==> config.mk <==
export PLATFORM = sky130hd
export DESIGN_NAME = maxnet_param
export DESIGN_NICKNAME = d
export VERILOG_FILES = /design/src/rtl/maxnet_param.sv
export SDC_FILE = /design/constraint.sdc
export NUM_CORES = 2
export LEC_CHECK = 0
export BUFFER_PORTS_ARGS = -buffer_cell sky130_fd_sc_hd__buf_2
export CAP_MARGIN = 10
export CORE_MARGIN = 3
export CORE_UTILIZATION = 40
export DETAILED_ROUTE_END_ITERATION = 12
export GPL_ROUTABILITY_DRIVEN = 0
export GPL_TIMING_DRIVEN = 0
export HOLD_SLACK_MARGIN = 0.15
export PLACE_DENSITY = 0.58
export SETUP_SLACK_MARGIN = 0.4
export SLEW_MARGIN = 20
export SYNTH_ARGS = -nofsm -noshare
export SYNTH_HDL_FRONTEND = slang
export SYNTH_SLANG_ARGS = --single-unit
==> constraint.sdc <==
create_clock -name clk -period 22.4 [get_ports clk]
set_input_delay 3.36 -clock clk [delete_from_list [all_inputs] [get_ports clk]]
set_output_delay 3.36 -clock clk [all_outputs]
set_load 0.01 [all_outputs]
==> src/rtl/maxnet_param.sv <==
// Parametrised Maxnet winner-take-all core: lateral inhibition with a programmable
// weight eps, iterated until at most one neuron survives or MAX_ITER iterations pass.
module maxnet_param #(
    parameter int N        = 4,
    parameter int W        = 16,
    parameter int FRAC     = 8,
    parameter int MAX_ITER = 32
) (
    input  logic                            clk,
    input  logic                            rst,
    input  logic                            start,
    input  logic [N*W-1:0]                  in_data,
    input  logic [W-1:0]                    eps,
    output logic                            ready,
    output logic                            busy,
    output logic                            done,
    output logic [$clog2(N)-1:0]            winner_idx,
    output logic [W-1:0]                    winner_val,
    output logic                            no_winner,
    output logic                            timeout,
    output logic [$clog2(MAX_ITER+1)-1:0]   iter_count
);

    localparam int IW  = $clog2(N);
    localparam int ITW = $clog2(MAX_ITER + 1);
    localparam int SW  = W + $clog2(N);
    localparam int PW  = W + SW;
    localparam int CW  = $clog2(N + 1);
    localparam logic [ITW-1:0] ITER_LIMIT = ITW'(MAX_ITER);

    typedef enum logic [2:0] {
        S_IDLE,
        S_SUM,
        S_UPDATE,
        S_CHECK,
        S_DONE
    } state_t;

    state_t          state_q, state_d;
    logic [W-1:0]    a_q [N];
    logic [W-1:0]    a_d [N];
    logic [W-1:0]    eps_q, eps_d;
    logic [SW-1:0]   sum_q, sum_d;
    logic [ITW-1:0]  iter_q, iter_d;
    logic            ready_q, ready_d;
    logic            busy_q, busy_d;
    logic            done_q, done_d;
    logic [IW-1:0]   winner_idx_q, winner_idx_d;
    logic [W-1:0]    winner_val_q, winner_val_d;
    logic            no_winner_q, no_winner_d;
    logic            timeout_q, timeout_d;
    logic [ITW-1:0]  iter_count_q, iter_count_d;

    logic [SW-1:0]   sum_all;
    logic [CW-1:0]   nz_count;
    logic [IW-1:0]   best_idx;
    logic [W-1:0]    best_val;
    logic [SW-1:0]   diff [N];
    logic [PW-1:0]   prod [N];
    logic [PW-1:0]   dec  [N];
    logic [W-1:0]    a_upd [N];

    // Datapath shared by all states: total activation, survivor count, argmax
    // (strict > keeps the lowest index on ties) and the per-neuron inhibition step.
    always_comb begin
        sum_all  = '0;
        nz_count = '0;
        best_idx = '0;
        best_val = '0;
        for (int j = 0; j < N; j++) begin
            sum_all = sum_all + SW'(a_q[j]);
            if (a_q[j] != '0) begin
                nz_count = nz_count + CW'(1);
            end
            if (a_q[j] > best_val) begin
                best_val = a_q[j];
                best_idx = IW'(j);
            end
            diff[j] = sum_q - SW'(a_q[j]);
            prod[j] = PW'(eps_q) * PW'(diff[j]);
            dec[j]  = prod[j] >> FRAC;
            if (dec[j] >= PW'(a_q[j])) begin
                a_upd[j] = '0;
            end else begin
                a_upd[j] = a_q[j] - dec[j][W-1:0];
            end
        end
    end

    always_comb begin
        state_d      = state_q;
        a_d          = a_q;
        eps_d        = eps_q;
        sum_d        = sum_q;
        iter_d       = iter_q;
        done_d       = 1'b0;
        winner_idx_d = winner_idx_q;
        winner_val_d = winner_val_q;
        no_winner_d  = no_winner_q;
        timeout_d    = timeout_q;
        iter_count_d = iter_count_q;

        case (state_q)
            S_IDLE: begin
                if (start) begin
                    for (int j = 0; j < N; j++) begin
                        a_d[j] = in_data[j*W +: W];
                    end
                    eps_d        = eps;
                    iter_d       = '0;
                    winner_idx_d = '0;
                    winner_val_d = '0;
                    no_winner_d  = 1'b0;
                    timeout_d    = 1'b0;
                    iter_count_d = '0;
                    state_d      = S_SUM;
                end
            end
            S_SUM: begin
                sum_d   = sum_all;
                state_d = S_UPDATE;
            end
            S_UPDATE: begin
                a_d     = a_upd;
                iter_d  = iter_q + ITW'(1);
                state_d = S_CHECK;
            end
            S_CHECK: begin
                if (nz_count <= CW'(1) || iter_q == ITER_LIMIT) begin
                    state_d = S_DONE;
                end else begin
                    state_d = S_SUM;
                end
            end
            S_DONE: begin
                // More than one survivor here can only mean the iteration limit hit.
                done_d       = 1'b1;
                winner_idx_d = best_idx;
                winner_val_d = best_val;
                no_winner_d  = (nz_count == '0);
                timeout_d    = (nz_count > CW'(1));
                iter_count_d = iter_q;
                state_d      = S_IDLE;
            end
            default: state_d = S_IDLE;
        endcase

        ready_d = (state_d == S_IDLE);
        busy_d  = (state_d == S_SUM) || (state_d == S_UPDATE) || (state_d == S_CHECK);
    end

    always_ff @(posedge clk) begin
        if (!rst) begin
            state_q      <= S_IDLE;
            for (int j = 0; j < N; j++) begin
                a_q[j] <= '0;
            end
            eps_q        <= '0;
            sum_q        <= '0;
            iter_q       <= '0;
            ready_q      <= 1'b1;
            busy_q       <= 1'b0;
            done_q       <= 1'b0;
            winner_idx_q <= '0;
            winner_val_q <= '0;
            no_winner_q  <= 1'b0;
            timeout_q    <= 1'b0;
            iter_count_q <= '0;
        end else begin
            state_q      <= state_d;
            a_q          <= a_d;
            eps_q        <= eps_d;
            sum_q        <= sum_d;
            iter_q       <= iter_d;
            ready_q      <= ready_d;
            busy_q       <= busy_d;
            done_q       <= done_d;
            winner_idx_q <= winner_idx_d;
            winner_val_q <= winner_val_d;
            no_winner_q  <= no_winner_d;
            timeout_q    <= timeout_d;
            iter_count_q <= iter_count_d;
        end
    end

    assign ready      = ready_q;
    assign busy       = busy_q;
    assign done       = done_q;
    assign winner_idx = winner_idx_q;
    assign winner_val = winner_val_q;
    assign no_winner  = no_winner_q;
    assign timeout    = timeout_q;
    assign iter_count = iter_count_q;

endmodule

# Yosys cells after proc, flatten, opt, wreduce, memory -nomap -nowiden
# Index checks and enable logic that the tools add are counted.
[word_totals]
input_bits = 83
output_inout_bits = 29
regBits = 136
word_cells = 100
[op_classes]
add_sub_neg = 15
magnitude_cmp = 10
multipliers = 4
reduce_logical = 15
eq_ne = 9
muxes = 31
[op_table]
columns = ["operator", "n"]
rows = [
  ["16-bit two-way mux", 9],
  ["16-bit by 18-bit multiplier with 34-bit output", 4],
  ["64-bit one-hot mux with 2 select lines", 1],
  ["26-bit by 16-bit >= comparator with 1-bit output", 4],
  ["18-bit by 16-bit subtractor with 18-bit output", 4],
  ["64-bit two-way mux", 1],
  ["16-bit nonzero test", 4],
  ["16-bit subtractor", 4],
  ["16-bit greater-than comparator", 3],
  ["16-bit one-hot mux with 2 select lines", 1],
  ["6-bit one-hot mux with 2 select lines", 2],
  ["17-bit by 16-bit adder with 18-bit output", 1],
  ["18-bit by 16-bit adder with 18-bit output", 1],
  ["16-bit by 16-bit adder with 17-bit output", 1],
  ["16-bit by 1-bit greater-than comparator with 1-bit output (second input constant)", 1],
  ["3-bit by 2-bit == test with 1-bit output (second input constant)", 4],
  ["3-bit two-way mux", 4],
  ["3-bit one-hot mux with 4 select lines", 1],
  ["3-bit logical NOT", 3],
  ["2-bit two-way mux", 4],
  ["3-bit by 1-bit adder with 3-bit output (second input constant)", 2],
  ["6-bit by 1-bit adder with 6-bit output (second input constant)", 1],
  ["3-bit by 1-bit == test with 1-bit output (second input constant)", 2],
  ["6-bit == test (second input constant)", 1],
  ["other kinds (12)", 21],
]

# Longest topological paths before layout
[depth]
ltp_word = 15
mapped_depth = 50

# Worst setup path after synthesis
# No wires, ideal clock.
[synth_path]
kind = "flip-flop to flip-flop"
from = "register a_q[50] (netlist name)"
to = "register a_q[54] (netlist name)"
stages_incl_launch_ff = 44
t_arrival_ns = 10.399
synth_period_minus_slack_ns = 10.457
n_path_buf = 2
setup_slack_ns = 11.943
setup_time_ns = 0.058
path_cell_list = "dfxtp_1 > inv_1 > ha_1 > nor2b_1 > o21ai_0 > a21boi_0 > o21ai_0 > a21boi_0 > o21ai_0 > a21oi_1 > o31ai_1 > or4b_2 > o211ai_1 > clkbuf_1 > nand2_1 > fa_1 > fa_1 > fa_1 > [... 8 more ...] > a21o_1 > a21oi_1 > and2_1 > o21bai_1 > a21oi_1 > xnor2_1 > ha_1 > and4_1 > nand3_1 > nor4_1 > a2111oi_0 > o2111ai_1 > nor3_1 > o311ai_0 > or4_1 > nor4_4 > buf_4 > a31o_2"
[synth_between]
elab_chain_cells = 5
word_cells_on_any_way = 6
cone_classes = "add/sub: 2; mul: 1; order compare: 1; mux: 2"
[synth_lines]
columns = ["element", "line_no", "rtl"]
rows = [
  ["start: declaration", "40", "logic [W-1:0] a_q [N];"],
  ["start signal: indexed assignment", "156", "a_q[j] <= '0;"],
  ["start signal: assignment", "171", "a_q <= a_d;"],
  ["18-bit by 16-bit subtractor with 18-bit output", "79", "diff[j] = sum_q - SW'(a_q[j]);"],
  ["16-bit by 18-bit multiplier with 34-bit output", "80", "prod[j] = PW'(eps_q) * PW'(diff[j]);"],
  ["26-bit by 16-bit >= comparator with 1-bit output / 16-bit subtractor (equally long branches)", "82, 85", ""],
  ["16-bit two-way mux (*)", "82", "if (dec[j] >= PW'(a_q[j])) begin"],
  ["64-bit one-hot mux with 2 select lines (*)", "103", "case (state_q)"],
]
# Mark *: on every way between the ends. The rest lies on a longest branch, timed or not.
# A chain may end at the register's enable or synchronous reset.

# Worst setup path after layout
[layout_path]
from = "register a_q[49] (netlist name)"
to = "register a_q[54] (netlist name)"
# Same word-level chain as after synthesis.

==> impl_metrics.env <==
export IMPL_globalRouteMet2Util_pct=43.84
export IMPL_drc=0
export IMPL_cp_data_arrival_time_ps=14640
export IMPL_worstMarginPinSlew_ps=1308
export IMPL_antenna_left=0
export IMPL_min_path_type="reg2reg"
export IMPL_cts_hold_buf=0
export IMPL_synth_area_um2=53140
export IMPL_min_period_ps=14200
export IMPL_cts_num_sinks=136
export IMPL_r2r_cells=41
export IMPL_nNetsFinal=8226
export IMPL_avgSynthCellArea_um2=8.290
export IMPL_holdPathStages=2
export IMPL_area_growth_syn_to_layout_pct=6.787
export IMPL_worstSetupEndpointType="flop"
export IMPL_crit_required_ps=22840
export IMPL_synth_net_count=8088
export IMPL_drtIter0Drc=4074
export IMPL_synth_warnings=0
export IMPL_post_cts_resized=0
export IMPL_min_from="winner_idx[1]"
export IMPL_finalSetupViolCount=0
export IMPL_fp_dieArea_um2=137300
export IMPL_status="finished, final reports clean"
export IMPL_die_x_um=370.5
export IMPL_syn_inst=6411
export IMPL_post_cts_buffers=0
export IMPL_clk_pin_slew_worst_paths_ps=70
export IMPL_die_h_um=370.5
export IMPL_cts_tree="built"
export IMPL_cp_start_kind="flop"
export IMPL_gr_usage_met3_pct=8.326
export IMPL_detail_route_wl_per_cell_um=23.87
export IMPL_grt_pass1_wl_um=296200
export IMPL_io_pin_count=112
export IMPL_fill_cells=13267
export IMPL_grt_most_used_layer="met2"
export IMPL_hpwl_um=165000
export IMPL_crit_top_cell="fa_1"
export IMPL_grtUsageMet1_pct=38.29
export IMPL_async_flop_share_pct=0
export IMPL_ys_ff_latch=136
export IMPL_track_usage_pct=29.13
export IMPL_antenna_found_initial=12
export IMPL_fmax_mhz=70.42
export IMPL_r2r_start="a_q[49]"
export IMPL_min_to="winner_idx[1]"
export IMPL_synth_edf_count=0
export IMPL_layout_drive_gt1_share_pct=3.810
export IMPL_h_tree_depth=4
export IMPL_grt_pass1_vias=46488
export IMPL_cp_max_fo=10
export IMPL_max_stage_delay_ps=700
export IMPL_rrSetupSlack_ps=8200
export IMPL_drv_slew=0
export IMPL_cts_root_buf="clkbuf_16"
export IMPL_cp_slowest_cell="dfxtp_1"
export IMPL_cap_violations=0
export IMPL_hold_viol=0
export IMPL_vias_per_cell=5.491
export IMPL_slew_limit_headroom_pct=12.83
export IMPL_drtPass1Iterations=6
export IMPL_synth_cell_types=84
export IMPL_start_util_pct=40.37
export IMPL_cts_buffers=17
export IMPL_clock_latency_ps=510
export IMPL_routed_wl_um=199000
export IMPL_grt_max_degree=17
export IMPL_rsz0062_at_grt="no"
export IMPL_seq_area_frac_synth_pct=5.123
export IMPL_rows=133
export IMPL_grt_overflow=0
export IMPL_port_buffers=111
export IMPL_skew_ps=35.09
export IMPL_clock_path_buffers=2
export IMPL_via_count=45775
export IMPL_fin_setup_tns_ps=0
export IMPL_final_period_utilization_pct=63.40
export IMPL_timing_rr_end="a_q[54]"
export IMPL_ys_flop_type="dfxtp_1"
export IMPL_crit_type="reg2reg"
export IMPL_core_area_um2=131600
-- layout by cell type (no fill, tap or decap), types with 21 or more instances in the layout --
| master | instances |
|---|---|
| a211oi_1 | 33 |
| a21boi_0 | 46 |
| a21o_1 | 115 |
| a21oi_1 | 217 |
| a31oi_1 | 21 |
| and2_1 | 426 |
| and3_1 | 28 |
| buf_2 | 114 |
| clkbuf_1 | 258 |
| clkbuf_2 | 22 |
| dfxtp_1 | 136 |
| fa_1 | 924 |
| ha_1 | 670 |
| inv_1 | 1257 |
| nand2_1 | 872 |
| nand2b_1 | 64 |
| nand3_1 | 56 |
| nand4_1 | 37 |
| nor2_1 | 205 |
| nor2b_1 | 121 |
| nor3_1 | 55 |
| nor4_1 | 23 |
| o21a_1 | 41 |
| o21ai_0 | 244 |
| o21bai_1 | 40 |
| o22ai_1 | 26 |
| xnor2_1 | 113 |
| xor2_1 | 67 |
-- worst max-delay path by stage --
stage / slack (ps) / from / to
detailed placement: 8110 / a_q[49] / a_q[58]
global route: 7370 / a_q[49] / a_q[57]
CTS: 8030 / a_q[49] / a_q[54]
finish: 8200 / a_q[49] / a_q[54]
floorplan: 11940 / a_q[50] / a_q[54]
global placement: 7230 / a_q[1] / a_q[15]
-- cell families (layout without fill, tap and decap cells) --
group / Yosys count / in the layout / share of synthesized area [%]
fa+ha+maj: 1594 / 1594 / 50.58
buf+inv: 1549 / 1700 / 10.97
flops: 136 / 136 / 5.123
mux: 6 / 6 / 0.1130
compound gates: 971 / 971 / 12.04
other cells: 0 / 20 / 0
xor+xnor: 189 / 189 / 3.115
simple gates: 1966 / 1966 / 18.07
-- area by class of cell --
class | count | area [µm²] | area share, %
plain buffers | 291 | 1134 | 1.997
diodes | 20 | 50.05 | 0.08819
clock buffers | 18 | 439.2 | 0.7738
well taps | 1755 | 2196 | 3.869
flip-flops and latches | 136 | 2723 | 4.797
multi-input cells | 4726 | 44730 | 78.82
repair buffers | 119 | 628.1 | 1.107
inverters | 1258 | 4722 | 8.320
clock inverters | 14 | 127.6 | 0.2249
-- registers in the layout, summed over array words and instances, names as in the netlist --
register	cells
winner_val	16
sum_q	18
timeout	1
a_q	64
ready	1
winner_idx	2
state_q	3
iter_count	6
no_winner	1
done	1
eps_q	16
iter_q	6
busy	1
-- worst max-delay path, delay by kind of cell, from the launching register on --
kind | cells | cell delay [ps]
buffers and inverters | 4 | 1220
adder cells (fa/ha/maj) | 9 | 4080
flip-flops | 1 | 700
AND/OR/NAND/NOR | 10 | 2420
AO/OA/AOI/OAI | 16 | 4650
XOR/XNOR | 2 | 1050
-- routing by layer --
layer  up-vias  share of wire [%]
li1      20436                  -
met1     22819                 41
met2      2107                 43
met3       409                 11
met4         4                5.7
met5         -              0.017
-- Yosys cell counts, types with 21 or more instances --
library cell	number	share of area, %
xor2_1	67	1.1
o21a_1	41	0.58
a21o_1	115	1.6
o21bai_1	40	0.57
nor2_1	205	1.4
ha_1	670	16
nor3_1	58	0.55
nand2_1	872	6.2
a211oi_1	34	0.48
xnor2_1	122	2.0
o22ai_1	26	0.31
nand2b_1	64	0.75
a31oi_1	21	0.25
and3_1	28	0.33
a21oi_1	217	2.0
a21boi_0	46	0.65
and2_1	426	5.0
nand3_1	56	0.53
nor2b_1	121	1.4
fa_1	924	35
nand4_1	37	0.44
nor4_1	23	0.27
inv_1	1257	8.9
dfxtp_1	136	5.1
o21ai_0	244	2.3
clkbuf_1	280	2.0
-- per-stage QoR --
step	area [µm²]	util (%)	worst slack [ps]	std cells	hold WS, ps
2_1_floorplan	53140	-	11940	6411	443.5
3_3_place_gp	55900	42.46	7233	8277	442.4
3_5_place_dp	56090	42.61	8109	8284	443.5
4_1_cts	56650	43.04	8029	8316	458.6
5_1_grt	56700	43.08	7367	8317	480.2
6_report	56750	43.11	8199	8337	457.7
Power is not shown: default switching activity piles up to over one toggle a cycle in this logic, so the estimate is an artifact.
